File: src/rtl/csr_pkg.sv
// Shared CSR bus definitions: modify opcodes, default CSR addresses and the modify helper.
// Optional button interrupt support is enabled by defining CSR_BUTTONS_IRQ_EN.
package csr_pkg;

    typedef enum logic [1:0] {
        MOD_NONE  = 2'b00,
        MOD_WRITE = 2'b01,
        MOD_SET   = 2'b10,
        MOD_CLEAR = 2'b11
    } csr_modify_e;

    localparam logic [11:0] CSR_ADDR_UART      = 12'h7c0;
    localparam logic [11:0] CSR_ADDR_LEDS      = 12'h7c1;
    localparam logic [11:0] CSR_ADDR_BTN_STATE = 12'h7c2;
    localparam logic [11:0] CSR_ADDR_BTN_PEND  = 12'h7c3;
    localparam logic [11:0] CSR_ADDR_BTN_MASK  = 12'h7c4;

    function automatic logic [31:0] apply_modify(input logic [31:0] old_val,
                                                 input logic [31:0] wdata,
                                                 input logic [1:0]  modify);
        case (csr_modify_e'(modify))
            MOD_WRITE: apply_modify = wdata;
            MOD_SET:   apply_modify = old_val | wdata;
            MOD_CLEAR: apply_modify = old_val & ~wdata;
            default:   apply_modify = old_val;
        endcase
    endfunction

    // Rise bits live in [15:0], fall bits in [31:16]; only n of each exist.
    function automatic logic [31:0] pend_impl_mask(input int unsigned n);
        logic [15:0] half;
        half = 16'((33'd1 << n) - 33'd1);
        return {half, half};
    endfunction

endpackage

File: src/rtl/csr_buttons_debounce.sv
// One button channel: 2-FF synchroniser, stability counter, debounced level and
// single-cycle rise/fall pulses coincident with the cycle the level is accepted.
module csr_buttons_debounce #(
    parameter int unsigned DEBOUNCE_CYCLES = 2_000_000
) (
    input  logic clk,
    input  logic rst,
    input  logic btn,
    output logic stable,
    output logic rise,
    output logic fall
);
    localparam int unsigned      CW       = $clog2(DEBOUNCE_CYCLES + 1);
    localparam logic [CW-1:0]    CNT_LAST = CW'(DEBOUNCE_CYCLES - 1);

    logic [1:0]    sync_reg;
    logic          stable_reg;
    logic [CW-1:0] cnt_reg;
    logic          sync_bit;
    logic          change;
    logic          accept;

    assign sync_bit = sync_reg[1];
    assign change   = (sync_bit != stable_reg);
    assign accept   = change && (cnt_reg == CNT_LAST);

    always_ff @(posedge clk) begin
        if (rst) begin
            sync_reg   <= '0;
            stable_reg <= 1'b0;
            cnt_reg    <= '0;
        end else begin
            sync_reg <= {sync_reg[0], btn};
            if (accept) begin
                stable_reg <= sync_bit;
                cnt_reg    <= '0;
            end else if (change) begin
                cnt_reg <= cnt_reg + CW'(1);
            end else begin
                // Any return to the accepted level restarts the stability window.
                cnt_reg <= '0;
            end
        end
    end

    assign stable = stable_reg;
    assign rise   = accept & sync_bit;
    assign fall   = accept & ~sync_bit;

endmodule

File: src/rtl/csr_buttons.sv
// CSR-mapped debounced push-buttons: STATE (read-only level) and PEND (sticky edges).
// Defining CSR_BUTTONS_IRQ_EN adds a MASK register and a registered level irq output.
module csr_buttons
    import csr_pkg::*;
#(
    parameter logic [11:0] BASE_ADDR       = CSR_ADDR_BTN_STATE,
    parameter int unsigned N_BUTTONS       = 5,
    parameter int unsigned DEBOUNCE_CYCLES = 2_000_000
) (
    input  logic                 clk,
    input  logic                 rst,
    input  logic                 read,
    input  logic [1:0]           modify,
    input  logic [31:0]          wdata,
    input  logic [11:0]          addr,
    output logic [31:0]          rdata,
    output logic                 valid,
    input  logic [N_BUTTONS-1:0] btn
`ifdef CSR_BUTTONS_IRQ_EN
    ,
    output logic                 irq
`endif
);
    localparam logic [31:0] IMPL_MASK = pend_impl_mask(N_BUTTONS);

    logic [N_BUTTONS-1:0] stable_vec;
    logic [N_BUTTONS-1:0] rise_vec;
    logic [N_BUTTONS-1:0] fall_vec;
    logic [31:0]          state_val;
    logic [31:0]          hw_set;
    logic [31:0]          pend_reg, pend_next;
    logic [31:0]          rdata_reg, rdata_next;
    logic                 valid_reg, valid_next;
    logic                 sel_state, sel_pend;

    // The response is decoded from the address alone; the strobe carries no extra meaning.
    logic unused_read;
    assign unused_read = read;

    genvar gi;
    generate
        for (gi = 0; gi < N_BUTTONS; gi++) begin : g_btn
            csr_buttons_debounce #(
                .DEBOUNCE_CYCLES(DEBOUNCE_CYCLES)
            ) u_debounce (
                .clk    (clk),
                .rst    (rst),
                .btn    (btn[gi]),
                .stable (stable_vec[gi]),
                .rise   (rise_vec[gi]),
                .fall   (fall_vec[gi])
            );
        end
    endgenerate

    assign sel_state = (addr == BASE_ADDR);
    assign sel_pend  = (addr == BASE_ADDR + 12'd1);

`ifdef CSR_BUTTONS_IRQ_EN
    logic        sel_mask;
    logic [31:0] mask_reg, mask_next;
    logic        irq_reg;

    assign sel_mask  = (addr == BASE_ADDR + 12'd2);
    assign mask_next = sel_mask ? (apply_modify(mask_reg, wdata, modify) & IMPL_MASK) : mask_reg;

    always_ff @(posedge clk) begin
        if (rst) begin
            mask_reg <= '0;
            irq_reg  <= 1'b0;
        end else begin
            mask_reg <= mask_next;
            irq_reg  <= |(pend_reg & mask_reg);
        end
    end

    assign irq = irq_reg;
`endif

    always_comb begin
        state_val                 = '0;
        hw_set                    = '0;
        state_val[N_BUTTONS-1:0]  = stable_vec;
        hw_set[N_BUTTONS-1:0]     = rise_vec;
        hw_set[16 +: N_BUTTONS]   = fall_vec;
        // Hardware edges are ORed after the software update so a coincident edge survives a clear.
        pend_next = sel_pend ? apply_modify(pend_reg, wdata, modify) : pend_reg;
        pend_next = (pend_next | hw_set) & IMPL_MASK;
    end

    always_comb begin
        rdata_next = '0;
        valid_next = 1'b0;
        if (sel_state) begin
            rdata_next = state_val;
            valid_next = 1'b1;
        end
        if (sel_pend) begin
            rdata_next = pend_reg;
            valid_next = 1'b1;
        end
`ifdef CSR_BUTTONS_IRQ_EN
        if (sel_mask) begin
            rdata_next = mask_reg;
            valid_next = 1'b1;
        end
`endif
    end

    always_ff @(posedge clk) begin
        if (rst) begin
            pend_reg  <= '0;
            rdata_reg <= '0;
            valid_reg <= 1'b0;
        end else begin
            pend_reg  <= pend_next;
            rdata_reg <= rdata_next;
            valid_reg <= valid_next;
        end
    end

    assign rdata = rdata_reg;
    assign valid = valid_reg;

endmodule
File: config.mk
export PLATFORM = sky130hd
export DESIGN_NAME = csr_buttons
export DESIGN_NICKNAME = d
export VERILOG_FILES = /design/src/rtl/csr_pkg.sv /design/src/rtl/csr_buttons_debounce.sv /design/src/rtl/csr_buttons.sv
export SDC_FILE = /design/constraint.sdc
export NUM_CORES = 1
export LEC_CHECK = 0
export BUFFER_PORTS_ARGS = -buffer_cell sky130_fd_sc_hd__buf_4
export CAP_MARGIN = 20
export CORE_MARGIN = 2
export CORE_UTILIZATION = 50
export CTS_BUF_LIST = sky130_fd_sc_hd__clkbuf_8 sky130_fd_sc_hd__clkbuf_16
export DETAILED_ROUTE_END_ITERATION = 12
export PLACE_DENSITY_LB_ADDON = 0.25
export SLEW_MARGIN = 5
export SYNTH_ARGS = -nofsm -noshare
export SYNTH_HDL_FRONTEND = slang
export SYNTH_SLANG_ARGS = --single-unit
File: constraint.sdc
create_clock -name clk -period 2.27 [get_ports clk]
set_clock_uncertainty 0.05 [all_clocks]
set_input_delay 0.3405 -clock clk [delete_from_list [all_inputs] [get_ports clk]]
set_output_delay 0.3405 -clock clk [all_outputs]
set_load 0.005 [all_outputs]
* Word level (Yosys, flattened, before mapping)
Index checks and enable logic that the tools add are counted.
** Storage, ports and cells
- Output and inout port bits :: 33
- Register bits after elaboration :: 163
- Word-level logic and storage cells :: 78
** Operators by class
- Reduce and logical (&&, ||, !) cells :: 10
- Add/subtract/negate cells :: 5
- Equal/unequal tests :: 15
- Multiplexer cells :: 6
- Bitwise logic cells :: 24
** Operators by type and width (number)
- 21-bit by 1-bit adder with 21-bit output (second input constant) :: 5
- 21-bit equality test (second input constant) :: 5
- 21-bit case mux with 3 select lines :: 1
- 21-bit 2-to-1 mux :: 2
- 21-bit OR :: 2
- 12-bit by 11-bit equality test with 1-bit output (second input constant) :: 2
- 21-bit bitwise AND :: 1
- 21-bit inverter :: 1
- 3-bit OR reduction :: 5
- 1-bit bitwise AND :: 10
- 1-bit inverter :: 10
- 1-bit logical AND :: 5
- 5-bit 2-to-1 mux :: 1
- 1-bit inequality test :: 5
- 2-bit equality test (second input constant) :: 2
- 2-bit by 1-bit equality test with 1-bit output (second input constant) :: 1
- 1-bit 2-to-1 mux :: 2

* Logic depth before layout (Yosys ltp)
Gate-level depths: netlist of the first run.
- Depth after elaboration :: 5
- Mapped depth :: 7
- Gate-level depth less buffers :: 5

* Cells and area by module
A second synthesis of the first run with hierarchy kept.
** Unflattened totals
- Cell total of the unflattened synthesis :: 746
- Area, all modules :: 6952.9 µm²
** Modules (own cells, without submodules)
- csr_buttons_debounce :: area an instance 1157.4 µm², cells each 125, instances 5
- csr_buttons :: area an instance 1166.1 µm², cells each 121, instances 1

* Least setup slack after synthesis of the first run
Ideal clock, no wire load.
- Kind :: register to register
- From :: register g_btn[2].u_debounce.cnt_reg[0]
- To :: register g_btn[2].u_debounce.cnt_reg[11]
- Library setup time :: 0.115 ns
- Cell stages (with the launch flop) :: 8
- Slack :: 0.250 ns
- Data arrival time :: 1.855 ns
- Period minus slack after synthesis :: 2.020 ns
- Path through :: dfxtp_1 -> ha_1 -> nand4_1 -> or4_1 -> buf_2 -> o21ai_4 -> buf_4 -> nor2_1
** Between the ends
- Longest elaborated chain between the ends :: 3
- Elaborated cells on any way between the ends :: 4
- Those cells by class :: add/sub: 1; eq/ne: 1; reduce/logical: 2
** RTL lines
- start, declared :: RTL line csr_buttons_debounce.sv:18 : logic [CW-1:0] cnt_reg;
- start signal, assigned :: RTL line csr_buttons_debounce.sv:38 : cnt_reg <= cnt_reg + CW'(1);
- branches (longest 3 deep; another with 21-bit by 1-bit adder with 21-bit output)
Several ways; the timed one is not identified.
A chain may end at the register's enable or synchronous reset.

* Final worst setup path of the first run
- From :: register g_btn[2].u_debounce.cnt_reg[0]
- To :: register g_btn[2].u_debounce.stable_reg
** Between the ends
- Longest elaborated chain between the ends :: 2
** RTL lines
- 21-bit equality test :: RTL line csr_buttons_debounce.sv:25 : assign accept = change && (cnt_reg == CNT_LAST);
- 1-bit logical AND :: RTL line csr_buttons_debounce.sv:25
- end signal, assigned :: RTL line csr_buttons_debounce.sv:35 : stable_reg <= sync_bit;
- end, declared :: RTL line csr_buttons_debounce.sv:17 : logic stable_reg;
Every way passes these cells.

==> results of run 1 <==
## placed cells by master, fill, tap and decap left out, types with 16 or more instances in the layout
| master | netlist | final |
|---|---|---|
| dfxtp_1 | 141 | 141 |
| nor2_1 | 91 | 91 |
| buf_4 | 27 | 59 |
| nand2_1 | 47 | 47 |
| xnor2_1 | 43 | 43 |
| nand3_1 | 41 | 41 |
| o21ai_0 | 32 | 32 |
| a21oi_1 | 31 | 31 |
| nand4_1 | 30 | 30 |
| xor2_1 | 27 | 27 |
| nor2b_1 | 25 | 25 |
| conb_1 | 1 | 22 |
| inv_1 | 17 | 20 |
| or3_1 | 19 | 19 |
| clkbuf_16 | 0 | 17 |
| nor4_1 | 16 | 16 |
## synth_stat cells (4+ instances only)
master	n	area [um^2]
and2_1	6	37.54
dfxtp_1	141	2823
clkbuf_1	17	63.81
xor2_1	27	236.5
and4_1	9	78.83
ha_1	5	62.56
o31ai_1	6	45.04
a21oi_1	31	155.2
xnor2_1	43	376.6
or3_1	19	118.9
nand4_1	30	187.7
a31oi_1	9	56.30
nand4b_1	11	96.34
and3_1	13	81.33
buf_4	27	202.7
nor3_1	14	70.07
nor2b_1	25	156.4
o21ai_0	32	160.2
or4_1	13	97.59
a22o_1	5	43.79
a21bo_2	4	40.04
inv_1	17	63.81
nor4_1	16	100.1
a21o_1	6	45.04
nor4b_1	5	43.79
nor2_1	91	341.6
nand3_1	41	205.2
nand2_1	47	176.4
## worst reg2reg max path, delay by kind of cell (launching register included)
family                   cells  cell delay (ns)
flip-flops                   1             0.37
buffers and inverters        1             0.17
adder cells (fa/ha/maj)      1             0.23
AND/OR/NAND/NOR              2             0.84
AO/OA/AOI/OAI                1             0.32
## per-stage QoR
stage | area, um^2 | total power [mW] | worst slack, ns | util, % | hold WS, ns
after floorplan | 6659 | 2.641 | 0.2500 | - | 0.3638
final | 7661 | 5.426 | 0.1751 | 60.22 | 0.08203
after CTS | 7657 | 5.471 | 0.1447 | 60.19 | 0.06706
after detailed placement | 7056 | 2.680 | 0.1105 | 55.46 | 0.3739
after global placement | 7056 | 2.677 | 0.1332 | 55.46 | 0.3715
after global routing | 7661 | 5.606 | 0.003446 | 60.22 | 0.08150
## how the worst max path moves through the flow
stage                                               from                                          to  slack (ns)  cells after the start
6_report       g_btn[2].u_debounce.cnt_reg[0]$_SDFF_PP0_     g_btn[2].u_debounce.stable$_SDFFE_PP0P_        0.18                      5
5_1_grt        g_btn[2].u_debounce.cnt_reg[0]$_SDFF_PP0_     g_btn[2].u_debounce.stable$_SDFFE_PP0P_       0.003                      5
4_1_cts        g_btn[2].u_debounce.cnt_reg[0]$_SDFF_PP0_     g_btn[2].u_debounce.stable$_SDFFE_PP0P_        0.14                      5
3_5_place_dp                                     addr[5]                         rdata[0]$_SDFF_PP0_        0.11                      5
3_3_place_gp                                     addr[5]                         rdata[0]$_SDFF_PP0_        0.13                      5
2_1_floorplan  g_btn[2].u_debounce.cnt_reg[0]$_SDFF_PP0_  g_btn[2].u_debounce.cnt_reg[11]$_SDFF_PP0_        0.25                      7
## routing by layer
layer | part of all wire [%] | vias up | GRT usage, %
met5 | 0 | - | 0
met4 | 1.5 | 0 | 6.920
met3 | 5.1 | 19 | 5.309
met2 | 47 | 138 | 33.12
met1 | 46 | 2628 | 25.60
li1 | - | 2767 | -
## area by class of cell
type	count	area (um^2)
flip-flops and latches	141	2823
multi-input cells	572	3495
clock buffers	21	480.5
inverters	17	63.81
well taps	172	215.2
clock inverters	10	121.4
fillers	1136	5061
repair buffers	60	462.9
## report_power, final
part	total, mW	internal [mW]	leakage, nW	switching (mW)
clock	2.80	1.82	0.312	0.982
sequential	2.49	2.49	1.14	0.00683
combinational	0.134	0.0618	1.05	0.0723
## kinds of logic (layout without fill, tap and decap cells)
kind of cell	count (synthesis)	in the layout	synth area share, %
AO/OA/AOI/OAI	107	107	10.33
multiplexers	2	2	0.3043
other	1	22	0.05699
AND/OR/NAND/NOR	366	366	30.90
buffers and inverters	64	108	5.248
flip-flops	141	141	42.90
XOR/XNOR	70	70	9.317
adder cells (fa/ha/maj)	5	5	0.9508
==> reports/metrics.yaml, run 1 <==
run_status:
  status: "finished clean"
worst_setup_path:
  rr_startpoint: "g_btn[2].u_debounce.cnt_reg[0]$_SDFF_PP0_"
  cpLargestDelayFamily: "simple AND/OR/NAND/NOR gates"
  reg2reg_setup_slack_ns: 0.18
  r2r_cells: 5
  critPathLaunchType: "flop"
  cp_slowest_cell: "or4_4"
  cp.arrival_ns: 2.35
  worstPathMaxFanout: 4
  crit_required_ns: 2.52
  cpPeakStageDelay_ns: 0.62
  end_kind: "flop"
  crit_type: "flop to flop"
  cp_cell_sequence: "ha_1 > nand4_1 > or4_4 > buf_4 > o41ai_1"
  r2r_end: "g_btn[2].u_debounce.stable$_SDFFE_PP0P_"
  worst-path-buf-inv: 1
clocking:
  cts_buffers: 17
  ctsResizeCount: 0
  postCtsSetupBuffers: 0
  cts.htree.levels: 4
  insertion_delay_ns: 0.42
  clk_pin_slew_ns: 0.06
  holdBufCountCts: 0
  clock_path_buffers: 2
  root_buffer: "clkbuf_16"
  cts_sinks: 141
  cts_tree: "yes"
pwr:
  p_leak_nw: 2.502
  power_density_nw_per_um2: 708.2
  ir_drop_mv: 0.5171
finish:
  nets: 868
  diodes: 0
  drive_above_1_share_pct: 13.40
  fin_cells: 993
  largest_register_ff_count: 105
  syn_to_final_growth_pct: 16.43
global_routing:
  grt_pass1_vias: 5217
  antenna_found_initial: 0
  grt_overflow_total: 0
  grt_max_degree: 25
  grt_usage_pct: 20.17
  grt_first_pass_wirelength_um: 23400
synth:
  postSynth.asyncResetShare_pct: 0
  syn_inst: 756
  synth.distinct_cells: 56
  ys_warn_count: 0
  synth_flop_cell: "dfxtp_1"
  ys_seq_area_share_pct: 42.90
  syn_area_um2: 6580
  synth_edf_count: 0
  synth_area_per_cell_um2: 8.704
  ys_ff_latch: 141
floorplanning:
  fp-row-count: 41
  initial_core_util_pct: 51.72
  coreArea_um2: 12720
  die_area_um2: 14090
  die_height_um: 118.7
  die_w_um: 118.7
  design.portCount: 87
routing:
  drt-total-wl_um: 13670
  ant_nets: 0
  wl_per_cell_um: 13.76
  vias_per_cell: 5.591
  vias: 5552
  drt_iter0_markers: 379
  firstDrtPassIters: 5
  remaining_drc_errors: 0
place:
  dp_hpwl_um: 9581
  io_buffers: 41
  placed_cells: 962
  gp_congestion: 0.8813
timing:
  rsz0062_at_grt: "no"
  finalSetupViolations: 0
  slew_headroom_pct: 55.50
  tightestPinTransition_ns: 0.6614
  slew_viol_final: 0
  fin_setup_tns_ns: 0
  period_minus_slack_ns: 2.095
  fin_crit_sh_pct: 92.28
  finalHoldViolations: 0
  fmax_mhz: 477.4
min_path:
  worstHoldStart: "btn[4]"
  holdPathEnd: "g_btn[4].u_debounce.sync_reg[0]$_SDFF_PP0_"
  min_path_cells: 2
  hold_class: "input pin to flop"
run:
  maxCapViolCount: 0
No activity file was read; power rests on OpenSTA's default activity.
==> run 2, diff against run 1 <==
--- a/config.mk
+++ b/config.mk
@@ -8,7 +8,7 @@
 export BUFFER_PORTS_ARGS = -buffer_cell sky130_fd_sc_hd__buf_4
 export CAP_MARGIN = 20
 export CORE_MARGIN = 2
-export CORE_UTILIZATION = 50
+export CORE_UTILIZATION = 30
 export CTS_BUF_LIST = sky130_fd_sc_hd__clkbuf_8 sky130_fd_sc_hd__clkbuf_16
 export DETAILED_ROUTE_END_ITERATION = 12
 export PLACE_DENSITY_LB_ADDON = 0.25
==> constraint.sdc (replaced) <==
create_clock -name clk -period 2.4 [get_ports clk]
set_clock_uncertainty 0.05 [all_clocks]
set_input_delay 0.36 -clock clk [delete_from_list [all_inputs] [get_ports clk]]
set_output_delay 0.36 -clock clk [all_outputs]
set_load 0.005 [all_outputs]
==> run 2 against run 1 <==
- die area up 64%
- design area grew 0.49%
- via count is 5.7% lower
- clock power down 12%
- largest power group unchanged
- first-iteration DRC count is 39% lower
- count of clock-buffer cells in the layout is 3 lower
- critical path depth did not move
- hold slack improved by 0.014 ns
- sequential share of layout area down 0.18 points
- global-route usage shrank 7.6 points
- highest routed layer unchanged
- core utilization fell by 25 points
==> reports/metrics.yaml, run 2 (same netlist as run 1, synthesis figures left out) <==
run_status:
  status: "finished clean"
floorplanning:
  die_height_um: 152.1
  initial_core_util_pct: 30.34
  die_area_um2: 23130
  design.portCount: 87
  die_w_um: 152.1
  coreArea_um2: 21690
  fp-row-count: 54
clocking:
  clock_path_buffers: 2
  cts.htree.levels: 4
  holdBufCountCts: 0
  cts_tree: "yes"
  ctsResizeCount: 0
  root_buffer: "clkbuf_16"
  postCtsSetupBuffers: 0
  clk_pin_slew_ns: 0.06
  cts_sinks: 141
  cts_buffers: 17
  insertion_delay_ns: 0.42
pwr:
  ir_drop_mv: 0.4015
  p_leak_nw: 2.439
  power_density_nw_per_um2: 642.3
timing:
  period_minus_slack_ns: 2.088
  slew_headroom_pct: 59.30
  tightestPinTransition_ns: 0.6049
  fin_crit_sh_pct: 86.98
  slew_viol_final: 0
  rsz0062_at_grt: "no"
  fmax_mhz: 479.0
  finalHoldViolations: 0
  fin_setup_tns_ns: 0
  finalSetupViolations: 0
global_routing:
  grt_usage_pct: 12.58
  antenna_found_initial: 0
  grt_max_degree: 37
  grt_first_pass_wirelength_um: 23980
  grt_overflow_total: 0
  grt_pass1_vias: 4929
routing:
  wl_per_cell_um: 12.80
  vias_per_cell: 4.783
  remaining_drc_errors: 0
  vias: 5233
  route.met3.wl_um: 691
  met2_length_um: 6003
  firstDrtPassIters: 4
  met1_length_um: 7157
  drt_iter0_markers: 232
  highest_layer: "met4"
  drt-total-wl_um: 14000
  ant_nets: 0
place:
  postPlaceCellArea_um2: 7153
  io_buffers: 41
  gp_congestion: 0.7405
  dp_hpwl_um: 9851
worst_setup_path:
  end_kind: "flop"
  critPathLaunchType: "flop"
  crit_type: "flop to flop"
  cp.arrival_ns: 2.39
  worstPathMaxFanout: 5
  reg2reg_setup_slack_ns: 0.31
  crit_required_ns: 2.70
finish:
  diodes: 0
  drive_above_1_share_pct: 12.53
  largest_register_ff_count: 105
  nets: 863
  layout_common_cells: "dfxtp_1 (141), nor2_1 (91), buf_4 (54)"
  final_common_cell: "dfxtp_1"
  syn_to_final_growth_pct: 17.00
  fin_area_um2: 7699
min_path:
  hold_class: "input pin to flop"
run:
  maxCapViolCount: 0
run 2: cell types whose count changed in the layout (fill, tap and decap cells not counted):
cell,before,now
bufinv_16,3,2
clkbuf_8,4,1
or4_1,12,13
clkinvlp_4,0,2
buf_4,59,54
or4_4,3,2
run 2: critical path, stage by stage, from the launching register on:
cell	delay, ns
dfxtp_1	0.35
ha_1	0.26
nand4_1	0.18
or4_1	0.62
or4_1	0.42
a21oi_1	0.15
run 2: metal layers:
layer / GRT usage, % / vias to the layer above
li1: - / 2747
met1: 17.33 / 2386
met2: 18.92 / 89
met3: 3.908 / 11
met4: 3.738 / 0
met5: 0 / -
run 2: metrics by stage:
stage	setup slack, ns	total power [mW]	utilization (%)	hold WS (ns)	instances
after global placement	0.2172	2.534	32.98	0.3678	1065
after detailed placement	0.2095	2.535	32.98	0.3781	1065
final	0.3125	4.944	35.50	0.09604	1094
after global routing	0.1661	5.151	35.50	0.08822	1094
after CTS	0.3003	5.038	35.50	0.07325	1094
after floorplan	0.3800	2.498	-	0.3638	777
run 2: worst paths after layout:
path,start,end,cells after the start
worst max-delay path,g_btn[3].u_debounce.cnt_reg[0]$_SDFF_PP0_,g_btn[3].u_debounce.cnt_reg[20]$_SDFF_PP0_,5
worst min-delay path,btn[4],g_btn[4].u_debounce.sync_reg[0]$_SDFF_PP0_,2
worst max register to register,g_btn[3].u_debounce.cnt_reg[0]$_SDFF_PP0_,g_btn[3].u_debounce.cnt_reg[20]$_SDFF_PP0_,5
worst min register to register,g_btn[3].u_debounce.sync_reg[0]$_SDFF_PP0_,g_btn[3].u_debounce.sync_reg[1]$_SDFF_PP0_,1
run 2: final cells by class:
type                            count  area, um^2
Clock buffer                       18       439.2
Clock inverter                     11       106.4
Fill cell                        2237       13990
Sequential cell                   141        2823
Multi-Input combinational cell    572        3491
Tap cell                          280       350.3
Timing Repair Buffer               55       425.4
Inverter                           17       63.81
run 2: where the power goes:
part           leakage [nW]  internal (mW)  switching, mW  total [mW]
Clock                 0.277           1.52          0.946        2.46
Sequential             1.14           2.35        0.00652        2.36
Combinational          1.02         0.0562         0.0684       0.125
